==> src/rtl/msrv32_ahb_pkg.sv <==
// Shared definitions for the msrv32 AHB-Lite data-memory bridge.
// Contents: HTRANS and HSIZE encodings and the bridge FSM state type.
package msrv32_ahb_pkg;

  localparam logic [1:0] HTRANS_IDLE   = 2'b00;
  localparam logic [1:0] HTRANS_NONSEQ = 2'b10;

  localparam logic [2:0] HSIZE_BYTE = 3'b000;
  localparam logic [2:0] HSIZE_HALF = 3'b001;
  localparam logic [2:0] HSIZE_WORD = 3'b010;

  typedef enum logic [1:0] {
    ST_IDLE = 2'b00,
    ST_ADDR = 2'b01,
    ST_DATA = 2'b10,
    ST_ERR  = 2'b11
  } ahb_state_t;

endpackage

==> src/rtl/msrv32_ahb_size_dec.sv <==
// Byte-lane mask decoder for the AHB data-memory bridge.
// Ports:
//   mask   in  [3:0] byte-lane mask from the core
//   hsize  out [2:0] AHB transfer size
//   offset out [1:0] byte offset placed in haddr[1:0]
//   legal  out       mask maps onto a single naturally aligned AHB transfer
module msrv32_ahb_size_dec
  import msrv32_ahb_pkg::*;
(
  input  logic [3:0] mask,
  output logic [2:0] hsize,
  output logic [1:0] offset,
  output logic       legal
);

  always_comb begin
    hsize  = HSIZE_BYTE;
    offset = 2'd0;
    legal  = 1'b1;
    case (mask)
      4'b1111: hsize = HSIZE_WORD;
      4'b0011: hsize = HSIZE_HALF;
      4'b1100: begin
        hsize  = HSIZE_HALF;
        offset = 2'd2;
      end
      4'b0001: offset = 2'd0;
      4'b0010: offset = 2'd1;
      4'b0100: offset = 2'd2;
      4'b1000: offset = 2'd3;
      default: legal = 1'b0;
    endcase
  end

endmodule

==> src/rtl/msrv32_ahb_dmem_bridge.sv <==
// Data-memory bridge: turns one core load/store into one AHB-Lite NONSEQ
// transfer, handling HREADY wait states and the two-cycle ERROR response.
// One transfer is outstanding at a time; every output is registered.
// Optional feature: define MSRV32_AHB_TIMEOUT_EN to abort a data phase that
// stays in wait states for TIMEOUT_CYCLES cycles (done+err reported).
// Ports:
//   ms_riscv32_mp_clk_in / ms_riscv32_mp_rst_in : clock, async active-high reset
//   core_req_in, core_wr_in, core_addr_in, core_wdata_in, core_mask_in : request
//   core_rdata_out, core_done_out, core_err_out, core_stall_out        : response
//   ahb_haddr_out, ahb_hwrite_out, ahb_hsize_out, ahb_htrans_out,
//   ahb_hwdata_out                                                      : AHB master
//   ahb_hrdata_in, ahb_ready_in, ahb_resp_in                            : AHB slave reply
module msrv32_ahb_dmem_bridge
  import msrv32_ahb_pkg::*;
#(
  parameter int TIMEOUT_CYCLES = 255
) (
  input  logic        ms_riscv32_mp_clk_in,
  input  logic        ms_riscv32_mp_rst_in,
  input  logic        core_req_in,
  input  logic        core_wr_in,
  input  logic [31:0] core_addr_in,
  input  logic [31:0] core_wdata_in,
  input  logic [3:0]  core_mask_in,
  output logic [31:0] core_rdata_out,
  output logic        core_done_out,
  output logic        core_err_out,
  output logic        core_stall_out,
  output logic [31:0] ahb_haddr_out,
  output logic        ahb_hwrite_out,
  output logic [2:0]  ahb_hsize_out,
  output logic [1:0]  ahb_htrans_out,
  output logic [31:0] ahb_hwdata_out,
  input  logic [31:0] ahb_hrdata_in,
  input  logic        ahb_ready_in,
  input  logic        ahb_resp_in
);

  logic clk;
  logic rst;
  assign clk = ms_riscv32_mp_clk_in;
  assign rst = ms_riscv32_mp_rst_in;

  ahb_state_t state_q, state_d;

  logic [2:0]  dec_hsize;
  logic [1:0]  dec_offset;
  logic        dec_legal;
  logic        accept;
  logic        timeout_hit;
  logic [31:0] wdata_q;

  logic [31:0] haddr_d, hwdata_d, rdata_d;
  logic        hwrite_d, done_d, err_d, stall_d;
  logic [2:0]  hsize_d;
  logic [1:0]  htrans_d;

  msrv32_ahb_size_dec u_size_dec (
    .mask   (core_mask_in),
    .hsize  (dec_hsize),
    .offset (dec_offset),
    .legal  (dec_legal)
  );

  // The core keeps req high during the done cycle; gating on done stops the
  // finished request from being taken a second time.
  assign accept = (state_q == ST_IDLE) && core_req_in && !core_done_out;

`ifdef MSRV32_AHB_TIMEOUT_EN
  localparam int TO_W = $clog2(TIMEOUT_CYCLES + 1);
  logic [TO_W-1:0] to_cnt_q;

  // Fires on the wait cycle that would bring the count up to the limit.
  assign timeout_hit = (to_cnt_q == TO_W'(TIMEOUT_CYCLES - 1));

  always_ff @(posedge clk or posedge rst) begin
    if (rst) begin
      to_cnt_q <= '0;
    end else if (state_q == ST_ADDR && ahb_ready_in) begin
      to_cnt_q <= '0;
    end else if (state_q == ST_DATA && !ahb_ready_in) begin
      to_cnt_q <= to_cnt_q + 1'b1;
    end
  end
`else
  assign timeout_hit = 1'b0;
`endif

  // Store data is only needed once the data phase starts; no reset required.
  always_ff @(posedge clk) begin
    if (accept) begin
      wdata_q <= core_wdata_in;
    end
  end

  // State register
  always_ff @(posedge clk or posedge rst) begin
    if (rst) begin
      state_q <= ST_IDLE;
    end else begin
      state_q <= state_d;
    end
  end

  // Next-state logic
  always_comb begin
    state_d = state_q;
    case (state_q)
      ST_IDLE: begin
        // Illegal masks never leave IDLE; they are answered with done+err.
        if (accept && dec_legal) state_d = ST_ADDR;
      end
      ST_ADDR: begin
        if (ahb_ready_in) state_d = ST_DATA;
      end
      ST_DATA: begin
        if (ahb_ready_in)     state_d = ST_IDLE;
        else if (ahb_resp_in) state_d = ST_ERR;
        else if (timeout_hit) state_d = ST_IDLE;
      end
      ST_ERR: begin
        if (ahb_ready_in) state_d = ST_IDLE;
      end
      default: state_d = ST_IDLE;
    endcase
  end

  // Output logic: next values of the registered outputs
  always_comb begin
    haddr_d  = ahb_haddr_out;
    hwrite_d = ahb_hwrite_out;
    hsize_d  = ahb_hsize_out;
    htrans_d = ahb_htrans_out;
    hwdata_d = ahb_hwdata_out;
    rdata_d  = core_rdata_out;
    done_d   = 1'b0;
    err_d    = 1'b0;
    stall_d  = (state_d != ST_IDLE);
    case (state_q)
      ST_IDLE: begin
        if (accept) begin
          if (dec_legal) begin
            haddr_d  = {core_addr_in[31:2], dec_offset};
            hwrite_d = core_wr_in;
            hsize_d  = dec_hsize;
            htrans_d = HTRANS_NONSEQ;
          end else begin
            done_d = 1'b1;
            err_d  = 1'b1;
          end
        end
      end
      ST_ADDR: begin
        if (ahb_ready_in) begin
          htrans_d = HTRANS_IDLE;
          hwdata_d = wdata_q;
        end
      end
      ST_DATA: begin
        if (ahb_ready_in) begin
          // ready with resp=1 here is a slave protocol slip; report it as an error.
          done_d = 1'b1;
          err_d  = ahb_resp_in;
          if (!ahb_resp_in && !ahb_hwrite_out) rdata_d = ahb_hrdata_in;
        end else if (!ahb_resp_in && timeout_hit) begin
          done_d = 1'b1;
          err_d  = 1'b1;
        end
      end
      ST_ERR: begin
        if (ahb_ready_in) begin
          done_d = 1'b1;
          err_d  = 1'b1;
        end
      end
      default: ;
    endcase
  end

  always_ff @(posedge clk or posedge rst) begin
    if (rst) begin
      ahb_haddr_out  <= '0;
      ahb_hwrite_out <= 1'b0;
      ahb_hsize_out  <= '0;
      ahb_htrans_out <= HTRANS_IDLE;
      ahb_hwdata_out <= '0;
      core_rdata_out <= '0;
      core_done_out  <= 1'b0;
      core_err_out   <= 1'b0;
      core_stall_out <= 1'b0;
    end else begin
      ahb_haddr_out  <= haddr_d;
      ahb_hwrite_out <= hwrite_d;
      ahb_hsize_out  <= hsize_d;
      ahb_htrans_out <= htrans_d;
      ahb_hwdata_out <= hwdata_d;
      core_rdata_out <= rdata_d;
      core_done_out  <= done_d;
      core_err_out   <= err_d;
      core_stall_out <= stall_d;
    end
  end

endmodule

==> config.mk <==
export PLATFORM = sky130hd
export DESIGN_NAME = msrv32_ahb_dmem_bridge
export DESIGN_NICKNAME = d
export VERILOG_FILES = /design/src/rtl/msrv32_ahb_pkg.sv /design/src/rtl/msrv32_ahb_size_dec.sv /design/src/rtl/msrv32_ahb_dmem_bridge.sv
export SDC_FILE = /design/constraint.sdc
export NUM_CORES = 1
export LEC_CHECK = 0
export ABC_AREA = 1
export ABC_CLOCK_PERIOD_IN_PS = 4170
export CAP_MARGIN = 20
export CORE_ASPECT_RATIO = 1.1
export CORE_UTILIZATION = 39
export DETAILED_ROUTE_END_ITERATION = 8
export PLACE_DENSITY = 0.87
export SLEW_MARGIN = 15
export SYNTH_ARGS = -nofsm -noshare
export SYNTH_HDL_FRONTEND = slang
export SYNTH_HIERARCHICAL = 1
export SYNTH_SLANG_ARGS = --single-unit
==> constraint.sdc <==
create_clock -name ms_riscv32_mp_clk_in -period 4.17 [get_ports ms_riscv32_mp_clk_in]
set_clock_uncertainty 0.2 [all_clocks]
set_input_delay 1.0425 -clock ms_riscv32_mp_clk_in [delete_from_list [all_inputs] [get_ports ms_riscv32_mp_clk_in]]
set_output_delay 1.0425 -clock ms_riscv32_mp_clk_in [all_outputs]
set_load 0.1 [all_outputs]
Word level (Yosys, flattened, before mapping)
Cells that the tools add are included.
{"block": "totals", "regBits": 139, "input_bits": 106, "output_inout_bits": 105, "elab_cells": 61}
{"block": "op_classes", "eq_ne": 13, "n_mux": 19, "n_reduce_logical": 18}
{"operator": "2-bit 2-to-1 mux", "count": 8}
{"operator": "4-bit == test (second input constant)", "count": 3}
{"operator": "4-bit by 2-bit == test with 1-bit output (second input constant)", "count": 2}
{"operator": "2-bit case mux with 2 select lines", "count": 2}
{"operator": "2-bit case mux with 4 select lines", "count": 1}
{"operator": "7-bit OR reduction", "count": 1}
{"operator": "2-bit inequality test (second input constant)", "count": 3}
{"operator": "2-bit case mux with 3 select lines", "count": 1}
{"operator": "3-bit AND reduction", "count": 2}
{"operator": "2-bit OR reduction", "count": 3}
{"operator": "1-bit 2-to-1 mux", "count": 5}
{"operator": "2-bit == test (second input constant)", "count": 2}
{"operator": "4-bit by 1-bit == test with 1-bit output (second input constant)", "count": 1}
{"operator": "4-bit by 3-bit == test with 1-bit output (second input constant)", "count": 1}
{"operator": "1-bit logical AND", "count": 4}
{"operator": "4-bit AND reduction", "count": 1}
{"operator": "2-bit nonzero test", "count": 2}
{"operator": "1-bit zero test", "count": 3}
{"operator": "1-bit case mux with 3 select lines", "count": 1}
{"operator": "2-bit by 1-bit == test with 1-bit output (second input constant)", "count": 1}
{"operator": "2-bit zero test", "count": 1}
{"operator": "1-bit case mux with 2 select lines", "count": 1}
{"operator": "2-bit AND reduction", "count": 1}

Logic depth before layout (Yosys ltp)
{"block": "depth", "word_depth": 7, "depth_mapped": 10, "depth_no_buf": 8}

Hierarchy
Netlist, hierarchy kept.
{"mod": "msrv32_ahb_dmem_bridge", "instances": 1, "cells_per_inst": 496, "area_per_inst_um2": 5163.7}
{"mod": "msrv32_ahb_size_dec", "instances": 1, "cells_per_inst": 21, "area_per_inst_um2": 103.8}

Worst setup path after synthesis
No wires, ideal clock.
{"block": "synth_timing", "path_type": "input port to flip-flop", "from": "input core_req_in", "to": "register wdata_q[0], enable pin", "t_arrival_ns": 4.169, "t_required_ns": 3.468, "slack_ns": -0.700, "cell_stages": 2, "n_path_buf": 0, "path_cell_list": "inv_1 -> nor4_1"}
{"block": "synth_via", "elab_chain_len": 2}
{"element": "from (decl)", "line_no": "msrv32_ahb_dmem_bridge.sv:20", "text": "input logic core_req_in,"}
{"element": "1-bit logical AND (2 in a row)", "line_no": "msrv32_ahb_dmem_bridge.sv:67", "text": "assign accept = (state_q == ST_IDLE) && core_req_in && !core_done_out;"}
{"element": "to (signal assigned)", "line_no": "msrv32_ahb_dmem_bridge.sv:92", "text": "wdata_q <= core_wdata_in;"}
{"element": "to (decl)", "line_no": "msrv32_ahb_dmem_bridge.sv:51", "text": "logic [31:0] wdata_q;"}
Every way passes these cells.
A chain may end at the register's enable or synchronous reset.

Final worst setup path
{"block": "layout_timing", "from": "register ahb_hwrite_out", "to": "output ahb_hwrite_out"}
{"element": "from (decl)", "line_no": "msrv32_ahb_dmem_bridge.sv:30", "text": "output logic ahb_hwrite_out,"}
{"element": "from (signal assigned)", "line_no": "msrv32_ahb_dmem_bridge.sv:193", "text": "ahb_hwrite_out <= hwrite_d;"}
No word-level cell between the ends.

==> summary.md <==
| Metric | Value |
|---|---|
| Max Cap Viol | `0` |
| Diodes inserted | `0` |
| Worst R2R Path Depth | `6` |
| Synth top area share | `0.504` |
| YS warnings | `6` |
| Die ar. | `~14000 um^2` |
| Crit path max-delay family | `buffers and inverters` |
| Count of different cell masters after synthesis | `23` |
| Critical path's slowest cell | `clkdlybuf4s50_1` |
| GR Util All Layers | `0.189` |
| Total CTS buffers | `17` |
| Commonest non-fill, non-tap cell in the layout | `nand2_1` |
| Initial core utilization | `0.399` |
| Critical Path Max Stage Delay | `1.17 ns` |
| Detailed-route wire length per cell | `between 10 and 15 um` |
| Detailed Place HPWL | `approximately 8600 um` |
| Post-cts resize count | `0` |
| Max-slew violation count | `0` |
| First-pass GRT wire length | `19900 um` |
| Vias/cell | `~4.6` |
| R2R Path End | `ahb_haddr_out[22]` |
| FF-to-FF Start | `state_q[1]` |
| Iteration count of the initial detailed-routing pass | `5` |
| Worst-Margin Slew | `1.03 ns` |
| WP data arrival | `just under 2 ns` |
| Global route overflow | `0` |
| Post-route setup TNS | `0 ns` |
| H-tree levels | `4` |
| Synthesis-to-finish area growth | `52.1%` |
| HP Start | `wdata_q[17]` |
| Hold bufs inserted after CTS | `0` |
| Synth Instances | `about 520` |
| CTS tree | `built` |
| Final WL | `around 13000 um` |
| Residual DRC | `0` |
| Worst skew pair latency | `0.40 ns` |
| Hold Path Sink | `ahb_hwdata_out[17]` |
| Vias | `4126` |
| FF-to-FF setup slack | `about 2 ns` |
| Finished Core Util | `0.607` |
| Cell Area, Synth | `~5300 um^2` |
| Reg clk slew, reported paths | `around 0.060 ns` |
| Slew headroom | `0.312` |
| Top cells by area, synth | `dfrtp_1, edfxtp_1, nand2_1` |
| Crit path time final | `3.18 ns` |
| Status | `finished clean` |
| Synth async-reset ratio | `0.768` |
| Port Buffers | `slightly above 200` |
| Core footprint | `about 13000 um^2` |
| Max Root-Sink Buffers | `2` |
| Die Width | `about 110 um` |
| Die height | `between 100 and 150 um` |
| Antenna Nets Post-Route | `0` |
| Initial drt markers | `between 200 and 250` |
| Fill count | `around 1100` |
| CP Launch Type | `flop` |
| Setup bufs post-CTS | `0` |
| Sequential fraction of the synthesis area | `0.686` |
| Seq cells post-synth | `around 140` |
| Layout cells sized above 1 | `0.0709` |
| Worst-path cell chain | `clkdlybuf4s50_1` |
| Number of global-route vias before repair | `roughly 4000` |
| Crit. End Element | `output port` |
| I/O pin total | `between 200 and 250` |
| Worst Hold Depth | `2` |
| Req. time, crit path | `just under 3 ns` |
| Nets@finish | `around 830` |
| Mapped Nets | `roughly 620` |
| Crit path kind | `reg2out` |
| Number of synthesized flops with an enable pin | `32` |
| Most frequent cells in the layout | `nand2_1, clkdlybuf4s50_1, dfrtp_1` |
| Top cell type by total area after synthesis | `dfrtp_1` |
| Final setup fails | `0` |
| Ys flop type | `dfrtp_1` |
| Fin crit share | `0.762` |
| Initial antenna violation count | `0` |
| RSZ-0062 raised after global routing | `no` |
| Final hold vios | `0` |
| Num rows | `between 40 and 50` |
| Critical Path Fanout Max | `3` |
| HP Class | `reg2reg` |
| Clk sinks | `between 100 and 150` |
| Syn_area_per_cell | `about 10 um^2` |
| CTS root buf | `clkbuf_16` |
| GPL Wtd Cong | `0.789` |
| Fmax | `roughly 310 MHz` |
| Buf/Inv on CP | `1` |
| Largest net degree at the start of global routing | `between 60 and 70` |
cell families after synthesis:
family | Yosys count | synth area share
AO/OA/AOI/OAI | 36 | 0.0347
buffers and inverters | 75 | 0.0634
flip-flops | 138 | 0.686
other | 2 | 0.00143
AND/OR/NAND/NOR | 266 | 0.214
sequential cells by signal (all words and copies together) (netlist names):
name / count
ahb_haddr_out: 32
ahb_hsize_out: 3
ahb_htrans_out: 1
ahb_hwdata_out: 32
ahb_hwrite_out: 1
core_done_out: 1
core_err_out: 1
core_rdata_out: 32
core_stall_out: 1
state_q: 2
wdata_q: 32
tightest hold or removal path, stage by stage, from the launching register on:
cell and delay [ns]:
edfxtp_1 0.32, nand2_1 0.05, nand2_1 0.05
how the worst max path moves through the flow:
stage,start,end,slack (ns),depth (start not counted)
2_1_floorplan,ms_riscv32_mp_rst_in,ahb_haddr_out[0],0.14,1
3_3_place_gp,core_mask_in[3],core_stall_out,1.09,9
3_5_place_dp,core_mask_in[3],core_stall_out,1.07,9
4_1_cts,ahb_hwrite_out,ahb_hwrite_out,0.96,1
5_1_grt,ahb_hwrite_out,ahb_hwrite_out,0.92,1
6_report,ahb_hwrite_out,ahb_hwrite_out,0.99,1
routing by layer:
layer | up-vias | GRT usage | part of all wire
met5 | - | 0 | 0
met3 | 18 | 0.0628 | 0.060
met4 | 0 | 0.0750 | 0.020
met1 | 1916 | 0.227 | 0.41
li1 | 2056 | - | -
met2 | 136 | 0.316 | 0.51
final cells by class:
cell class              instances  area (um^2)  area share
clock buffers                  18          429      0.0536
clock inverters                14          121      0.0151
inverters                      45          171      0.0214
multi-input cells             304         1340       0.168
flip-flops and latches        138         3610       0.451
well taps                     161          201      0.0251
repair buffers                214         2130       0.266
metrics by stage:
step | area, um^2 | hold slack (ns) | setup slack (ns) | instances
detailed placement | 7460 | 0.232 | 1.07 | 862
global route | 8010 | 0.258 | 0.922 | 894
global placement | 7460 | 0.227 | 1.09 | 862
floorplan | 5270 | 0.225 | 0.139 | 517
finish | 8010 | 0.243 | 0.993 | 894
CTS | 8010 | 0.245 | 0.962 | 894
Yosys cell counts (2+ instances only):
cell type and instances:
inv_1 42, buf_2 15, buf_4 9, nand2_1 210
edfxtp_1 32, conb_1 2, nand2_2 3, nor2_1 9
inv_2 3, clkbuf_1 3, dfrtp_1 106, o21ai_1 33
nand4_1 36, nand3_1 3, buf_1 3
Power is not shown: default switching activity piles up to over one toggle a cycle in this logic, so the estimate is an artifact.
